### config.mk
export PLATFORM = sky130hd
export DESIGN_NAME = wav_playback_stage_flat
export DESIGN_NICKNAME = d
export VERILOG_FILES = /design/src/rtl/audio_pkg.sv /design/src/rtl/wav_playback_stage_if.sv /design/src/rtl/stream_fifo.sv /design/src/rtl/wav_playback_stage.sv /design/src/flat_wrapper.sv
export SDC_FILE = /design/constraint.sdc
export NUM_CORES = 1
export LEC_CHECK = 0
export ABC_AREA = 1
export CAP_MARGIN = 0
export CORE_ASPECT_RATIO = 0.6
export CORE_MARGIN = 1
export CORE_UTILIZATION = 44
export CTS_BUF_LIST = sky130_fd_sc_hd__clkbuf_4
export DETAILED_ROUTE_END_ITERATION = 10
export PLACE_DENSITY_LB_ADDON = 0.05
export RECOVER_POWER = 25
export SYNTH_ARGS = -nofsm -noshare
export SYNTH_HDL_FRONTEND = slang
export SYNTH_HIERARCHICAL = 1
export SYNTH_SLANG_ARGS = --single-unit
### constraint.sdc
create_clock -name clk_clk -period 5.97 [get_ports clk_clk]
set_input_delay 1.791 -clock clk_clk [delete_from_list [all_inputs] [get_ports clk_clk]]
set_output_delay 1.791 -clock clk_clk [all_outputs]
set_load 0.05 [all_outputs]
### src/rtl/audio_pkg.sv
// audio_pkg: shared widths, volume constants, stereo slicing and playback states
package audio_pkg;
    localparam int DEF_DATA_W = 16;
    localparam int VOL_W = 7;
    localparam logic [VOL_W-1:0] VOL_UNITY = 7'd127;
    localparam int L_MSB = 31;
    localparam int R_MSB = 15;
    typedef enum logic [1:0] {STOP, FILL, RUN} state_t;
endpackage

### src/rtl/wav_playback_stage_if.sv
// wav_stream_if: 32-bit valid/ready stream carrying packed stereo PCM words
interface wav_stream_if;
    logic        valid;
    logic [31:0] data;
    logic        ready;
    modport master (output valid, output data, input ready);
    modport slave  (input valid, input data, output ready);
endinterface

### src/rtl/stream_fifo.sv
// stream_fifo: DEPTH x W first-word-fallthrough FIFO with full/empty/count
module stream_fifo #(
    parameter int DEPTH = 4,
    parameter int W = 32
) (
    input  logic                       clk,
    input  logic                       rst_n,
    input  logic                       push,
    input  logic                       pop,
    input  logic [W-1:0]               wdata,
    output logic [W-1:0]               rdata,
    output logic                       full,
    output logic                       empty,
    output logic [$clog2(DEPTH):0]     count
);
    localparam int AW = $clog2(DEPTH);
    logic [W-1:0]  mem [DEPTH];
    logic [AW-1:0] wr_ptr_q, wr_ptr_d, rd_ptr_q, rd_ptr_d;
    logic [AW:0]   count_q, count_d;
    logic          do_push, do_pop;
    always_comb begin
        full = count_q == (AW+1)'(DEPTH);
        empty = count_q == '0;
        do_push = push && !full;
        do_pop = pop && !empty;
        wr_ptr_d = do_push ? wr_ptr_q + AW'(1) : wr_ptr_q;
        rd_ptr_d = do_pop ? rd_ptr_q + AW'(1) : rd_ptr_q;
        count_d = count_q + (AW+1)'(do_push) - (AW+1)'(do_pop);
        rdata = mem[rd_ptr_q];
        count = count_q;
    end
    always_ff @(posedge clk or negedge rst_n) begin
        if (!rst_n) begin
            wr_ptr_q <= '0;
            rd_ptr_q <= '0;
            count_q <= '0;
        end else begin
            wr_ptr_q <= wr_ptr_d;
            rd_ptr_q <= rd_ptr_d;
            count_q <= count_d;
        end
    end
    always_ff @(posedge clk) begin
        if (do_push) mem[wr_ptr_q] <= wdata;
    end
endmodule

### src/rtl/wav_playback_stage.sv
// wav_playback_stage: buffers WAV stream words, releases one per sample tick through
// a two-stage ramped-gain pipeline, and reports underruns and volume-ramp status.
module wav_playback_stage
    import audio_pkg::*;
#(
    parameter int DEPTH = 4,
    parameter int FILL_LEVEL = 2,
    parameter int DATA_W = DEF_DATA_W
) (
    input  logic                clk_clk,
    input  logic                reset_reset_n,
    wav_stream_if.slave         in_if,
    input  logic                sample_tick,
    input  logic                play,
    input  logic                vol_set,
    input  logic [VOL_W-1:0]    vol,
    output logic                out_valid,
    output logic [DATA_W-1:0]   out_left,
    output logic [DATA_W-1:0]   out_right,
    output logic                vol_busy,
    output logic [15:0]         underrun_cnt
);
    localparam int AW = $clog2(DEPTH);
    logic [31:0]              fifo_rdata;
    logic                     full, empty, pop, underrun;
    logic [AW:0]              count;
    logic signed [DATA_W-1:0] s_l, s_r;
    state_t                   state_q, state_d;
    logic [VOL_W-1:0]         cur_vol_q, cur_vol_d, target_q, target_d;
    logic                     s1_valid_q, s1_valid_d, out_valid_q, out_valid_d, vol_busy_q, vol_busy_d;
    logic signed [DATA_W-1:0] s1_l_q, s1_l_d, s1_r_q, s1_r_d;
    logic [DATA_W-1:0]        out_left_q, out_left_d, out_right_q, out_right_d;
    logic [15:0]              underrun_cnt_q, underrun_cnt_d;

    // Arithmetic shift of the widened product rounds toward -inf; 127 is exact unity.
    function automatic logic signed [DATA_W-1:0] gain(input logic signed [DATA_W-1:0] s,
                                                      input logic [VOL_W-1:0] v);
        logic signed [DATA_W+VOL_W:0] p;
        p = (DATA_W+VOL_W+1)'(s) * (DATA_W+VOL_W+1)'(signed'({1'b0, v}));
        return v == VOL_UNITY ? s : DATA_W'(p >>> VOL_W);
    endfunction

    assign in_if.ready = !full;

    stream_fifo #(.DEPTH(DEPTH), .W(32)) u_fifo (
        .clk   (clk_clk),
        .rst_n (reset_reset_n),
        .push  (in_if.valid && !full),
        .pop   (pop),
        .wdata (in_if.data),
        .rdata (fifo_rdata),
        .full  (full),
        .empty (empty),
        .count (count)
    );

    always_comb begin
        pop = sample_tick && state_q == RUN && !empty;
        underrun = sample_tick && state_q == RUN && empty;
        s_l = pop ? signed'(fifo_rdata[L_MSB -: DATA_W]) : '0;
        s_r = pop ? signed'(fifo_rdata[R_MSB -: DATA_W]) : '0;
        state_d = !play ? STOP
                : state_q == STOP ? FILL
                : state_q == FILL && count >= (AW+1)'(FILL_LEVEL) ? RUN
                : underrun ? FILL : state_q;
        target_d = vol_set ? vol : target_q;
        cur_vol_d = !sample_tick || cur_vol_q == target_q ? cur_vol_q
                  : cur_vol_q < target_q ? cur_vol_q + VOL_W'(1) : cur_vol_q - VOL_W'(1);
        vol_busy_d = cur_vol_d != target_d;
        s1_valid_d = sample_tick;
        s1_l_d = sample_tick ? gain(s_l, cur_vol_q) : s1_l_q;
        s1_r_d = sample_tick ? gain(s_r, cur_vol_q) : s1_r_q;
        out_valid_d = s1_valid_q;
        out_left_d = s1_valid_q ? s1_l_q : out_left_q;
        out_right_d = s1_valid_q ? s1_r_q : out_right_q;
        underrun_cnt_d = underrun && underrun_cnt_q != '1 ? underrun_cnt_q + 16'd1 : underrun_cnt_q;
    end

    always_ff @(posedge clk_clk or negedge reset_reset_n) begin
        if (!reset_reset_n) begin
            state_q <= STOP;
            cur_vol_q <= '0;
            target_q <= '0;
            vol_busy_q <= 1'b0;
            s1_valid_q <= 1'b0;
            s1_l_q <= '0;
            s1_r_q <= '0;
            out_valid_q <= 1'b0;
            out_left_q <= '0;
            out_right_q <= '0;
            underrun_cnt_q <= '0;
        end else begin
            state_q <= state_d;
            cur_vol_q <= cur_vol_d;
            target_q <= target_d;
            vol_busy_q <= vol_busy_d;
            s1_valid_q <= s1_valid_d;
            s1_l_q <= s1_l_d;
            s1_r_q <= s1_r_d;
            out_valid_q <= out_valid_d;
            out_left_q <= out_left_d;
            out_right_q <= out_right_d;
            underrun_cnt_q <= underrun_cnt_d;
        end
    end

    assign out_valid = out_valid_q;
    assign out_left = out_left_q;
    assign out_right = out_right_q;
    assign vol_busy = vol_busy_q;
    assign underrun_cnt = underrun_cnt_q;
endmodule

### src/flat_wrapper.sv
// flat-port wrapper written by rule: the top's interface ports become plain ports
module wav_playback_stage_flat import audio_pkg::*;
#(
    parameter int DEPTH = 4,
    parameter int FILL_LEVEL = 2,
    parameter int DATA_W = DEF_DATA_W
)
  (clk_clk, reset_reset_n, sample_tick, play, vol_set, vol, out_valid, out_left, out_right, vol_busy, underrun_cnt, in_if_valid, in_if_data, in_if_ready);
  wav_stream_if in_if_i ();
  input  logic clk_clk;
  input  logic reset_reset_n;
  input  logic sample_tick;
  input  logic play;
  input  logic vol_set;
  input  logic [VOL_W-1:0] vol;
  output logic out_valid;
  output logic [DATA_W-1:0] out_left;
  output logic [DATA_W-1:0] out_right;
  output logic vol_busy;
  output logic [15:0] underrun_cnt;
  input wire logic [$bits(in_if_i.valid)-1:0] in_if_valid;
  input wire logic [$bits(in_if_i.data)-1:0] in_if_data;
  output wire logic [$bits(in_if_i.ready)-1:0] in_if_ready;
  assign in_if_i.valid = in_if_valid;
  assign in_if_i.data = in_if_data;
  assign in_if_ready = in_if_i.ready;
  wav_playback_stage #(.DEPTH(DEPTH), .FILL_LEVEL(FILL_LEVEL), .DATA_W(DATA_W)) u_core (.clk_clk(clk_clk), .reset_reset_n(reset_reset_n), .in_if(in_if_i), .sample_tick(sample_tick), .play(play), .vol_set(vol_set), .vol(vol), .out_valid(out_valid), .out_left(out_left), .out_right(out_right), .vol_busy(vol_busy), .underrun_cnt(underrun_cnt));
endmodule
==> results of run 1 <==
==> metrics by stage <==
step / hold slack [ps] / TNS, ps
floorplan: 352 / -135
global placement: 466 / -24910
detailed placement: 465 / -25910
CTS: 482 / 0
global route: 510 / 0
finish: 478 / 0
==> sequential cells by signal (all words and copies together) (netlist names), 3 cells and up <==
signal	flops
u_core/cur_vol_q	7
u_core/out_left	16
u_core/out_right	16
u_core/s1_l_q	16
u_core/s1_r_q	16
u_core/target_q	7
u_core/u_fifo/count	3
u_core/u_fifo/mem	128
u_core/underrun_cnt	16
==> power by group through the flow <==
stage                     clock [mW]  combinational (mW)  sequential (mW)
after floorplan                    0                2.20             2.69
after global placement             0                3.85             2.38
after detailed placement           0                3.89             2.39
after CTS                       1.42                3.91             2.36
after global routing            1.51                4.32             2.41
final                           1.37                3.87             2.36
==> area by class of cell <==
cell class | instances | area, µm² | share of cell area [%]
inverters | 400 | 1500 | 6.71
clock buffers | 84 | 631 | 2.82
flip-flops and latches | 234 | 6500 | 29.0
clock inverters | 23 | 123 | 0.547
multi-input cells | 1387 | 10600 | 47.2
repair buffers | 277 | 2360 | 10.5
well taps | 560 | 701 | 3.13
diodes | 1 | 2.50 | 0.0112
==> timing repair <==
action                                  in CTS  in global routing
pin swaps                                    0                  1
endpoints found under the setup margin      20                 15
gates resized for setup                      4                  6
==> cells in the mapped netlist (3+ instances only) <==
library cell,n,area share (%)
a21o_1,6,0.25
a21oi_1,79,2.2
a31oi_1,7,0.24
buf_1,6,0.12
buf_2,18,0.49
buf_4,3,0.12
buf_6,4,0.25
clkbuf_1,28,0.58
clkbuf_2,4,0.11
dfrtp_1,106,15
edfxtp_1,128,21
fa_1,168,18
ha_1,105,7.2
inv_1,396,8.1
inv_2,3,0.062
mux2_2,33,2.0
nand2_1,424,8.7
nand2_2,9,0.31
nand3_1,57,1.6
nand4_1,8,0.27
nor2_1,275,5.6
nor3_1,14,0.38
nor4_1,4,0.14
o21a_1,4,0.16
o21ai_0,91,2.5
o21ai_1,22,0.60
o21bai_1,7,0.29
or2_2,6,0.21
xnor2_1,13,0.62
xor2_1,35,1.7
==> how the worst max path moves through the flow <==
stage                                          to  slack, ps  depth (start not counted)
finish              u_core/s1_r_q[13]$_DFFE_PN0P_        230                         24
global placement    u_core/s1_r_q[13]$_DFFE_PN0P_      -1090                         24
global route        u_core/s1_r_q[14]$_DFFE_PN0P_         20                         26
detailed placement  u_core/s1_r_q[13]$_DFFE_PN0P_      -1130                         24
CTS                 u_core/s1_r_q[13]$_DFFE_PN0P_          4                         24
floorplan           u_core/s1_l_q[11]$_DFFE_PN0P_        -40                         27
==> critical path: stages <==
cell and delay, ps:
clkbuf_2 160, nand2_4 80, nor2_8 120, nand2_4 60
inv_4 150, buf_12 190, nand2_4 90, nor2_4 90
inv_1 80, fa_2 510, fa_1 500, inv_1 50
fa_1 480, inv_1 50, fa_1 470, inv_1 40
ha_2 380, nand2_1 130, nor4_4 340, nand4_1 170
nand3_2 120, xor2_1 70, o21ai_1 130, nand2_1 70
==> layer usage <==
metal	wire length (µm)	vias up	share of wire [%]	track usage [%]
met1	22400	6926	48	33.5
met5	13	-	0.028	0
li1	-	7049	-	-
met2	20500	301	44	36.6
met4	744	2	1.6	4.81
met3	2650	57	5.7	4.53
==> kinds of logic (layout without fill, tap and decap cells) <==
kind of cell | after synthesis | in the layout | synth area share (%)
compound gates | 220 | 220 | 6.44
xor+xnor | 48 | 48 | 2.30
fa+ha+maj | 273 | 273 | 25.6
flops | 234 | 234 | 35.5
mux | 33 | 33 | 2.03
simple gates | 813 | 813 | 18.2
other cells | 0 | 1 | 0
buf+inv | 463 | 784 | 9.89
==> impl_results.rst, run 1 <==
.. list-table::
   :header-rows: 1

   * - Metric
     - Value
   * - End of the worst register-to-register path
     - u_core/s1_r_q[13]$_DFFE_PN0P_
   * - Die outline area
     - 42,400 µm²
   * - Slew HR
     - -75.0%
   * - Area of the core
     - 40,700 µm²
   * - Data arrival time at the worst-slack endpoint
     - 6360 ps
   * - P_leak
     - 11.1 nW
   * - Setup Skew
     - 37.3 ps
   * - Post-synthesis net count
     - 2,402
   * - Final Worst Setup Slack
     - 233 ps
   * - Main synth FF type
     - edfxtp_1
   * - WHS Endpoint
     - u_core/s1_r_q[3]$_DFFE_PN0P_
   * - Clock Sinks
     - 234
   * - Finished Layout Cells
     - 2,966
   * - Startpoint-to-endpoint class of the critical path
     - in2reg
   * - Via count
     - 14,300
   * - TritonCTS clock tree
     - done
   * - Synth Instances
     - 2,084
   * - Start point of the critical path
     - sample_tick
   * - Antenna violations before repair
     - 2
   * - Hold/Removal Path Class
     - reg2reg
   * - GRT overflow
     - 0
   * - Worst-path maximum fanout
     - 15
   * - Summed instance area of the synthesized netlist
     - 18,300 µm²
   * - Final cell utilization of the core
     - 55.0%
   * - Count of H-tree levels built during CTS
     - 2
   * - Worst reg2reg path depth
     - 24
   * - Critical path capture point type
     - register
   * - Drt pass-1 iters
     - 5
   * - Average footprint of a synthesized cell
     - 8.77 µm²
   * - Port Buffers
     - 95
   * - Startpoint of the worst-slack reg-to-reg timing path
     - u_core/u_fifo/rd_ptr_q[0]$_DFFE_PN0P_
   * - Layout filler cell count
     - 3,766
   * - Proportion of power drawn by combinational gates
     - 50.9%
   * - Initial core utilization
     - 44.9%
   * - Final HPWL from detailed placement
     - 36.2 mm
   * - Total wirelength of the detailed-routed design
     - 46.3 mm
   * - Setup WS pre-CTS
     - -1130 ps
   * - Startpoint of the worst hold path
     - u_core/s1_r_q[3]$_DFFE_PN0P_
   * - TritonCTS Buffers
     - 57
   * - Worst-Margin Slew
     - 2620 ps
   * - Fin nets
     - 2,675
   * - Period Utilization, post-route
     - 96.1%
   * - Height of the die
     - 160 µm
   * - Top Ports
     - 96
   * - Via count of the first global-routing pass
     - 14,900
   * - Worst IR Drop VDD
     - 256 µV
   * - Cell-internal power
     - 4.21 mW
   * - CTS Hold Buffers Added
     - 0
   * - Worst setup SP type
     - input pin
   * - Share of async-settable or async-resettable flops after synthesis
     - 45.3%
   * - Number of different library cells in the post-synthesis netlist
     - 48
   * - Psw
     - 3.39 mW
   * - Ratio of cells with drive above 1 in the final layout
     - 18.1%
   * - Number of flops mapped to enable cells by yosys
     - 128
   * - Result of the run
     - finished with violations
   * - Clock Root Buffer
     - clkbuf_4
   * - Hold Path Cell Cnt
     - 2
   * - Total power per unit cell area
     - 340 nW/µm²
   * - Area overhead of the layout relative to synthesis
     - 22.6%
   * - Routability Congestion
     - 0.863
   * - CP required
     - 6590 ps
   * - 1st-iter DRT viols
     - 851
   * - Part of the power in the clock network
     - 18.0%
   * - WL per Instance
     - 15.6 µm
   * - Min cycle time layout
     - 5740 ps
   * - Site row count
     - 57
   * - Global-route usage over all layers
     - 23.3%
   * - Final number of hold-violating endpoints
     - 0
   * - Yosys Warn Count
     - 6
   * - Number of placed cells counting well taps
     - 2,858
   * - Flop-to-flop setup slack
     - 650 ps
   * - Total power
     - 7.61 mW
   * - Sequential cell fraction of total power
     - 31.0%
   * - Commonest non-fill, non-tap cell in the layout
     - nand2_1
   * - Sw Share
     - 44.6%
   * - Portion of the post-synthesis area used by sequential elements
     - 35.5%
   * - Placed cell areas
     - 21,600 µm²
   * - RSZ-0062 raised after global routing
     - false
   * - Max-slew violation total from the final report
     - 76
   * - Die outline width
     - 265 µm
   * - Clock latency of the later-clocked register in the worst-skew pair
     - 730 ps
   * - Max-cap viol count
     - 2
   * - Buffers inserted during post-CTS setup optimization
     - 0
   * - Flip-flop and latch count after synthesis
     - 234
   * - Drc violations
     - 0
   * - Count of endpoints failing setup in the final report
     - 0
   * - Global-route wire length before repair
     - 78.0 mm
   * - Most frequent cells in the layout
     - nand2_1, inv_1, nor2_1
   * - Post-route cell area
     - 22,400 µm²
   * - Number of buffers between clock root and the deepest sink
     - 3
   * - Maximum number of pins on one net before global-route repair
     - 66
   * - Clock-pin transition on the worst setup and hold timing paths
     - 70 ps
   * - Via-per-instance ratio
     - 4.83
   * - Violations in the final reports
     - max-capacitance violations, max-slew violations
   * - Maximum clock frequency
     - 0.174 GHz
   * - Number of routed nets with antenna violations
     - 0
No activity file was read; power rests on OpenSTA's default activity.
==> run 2, diff against run 1 <==
SKIP_LAST_GASP = 1   (was default)
==> results of run 2 <==
Same layout as run 1: the final DEF is identical, and so are final timing and power.
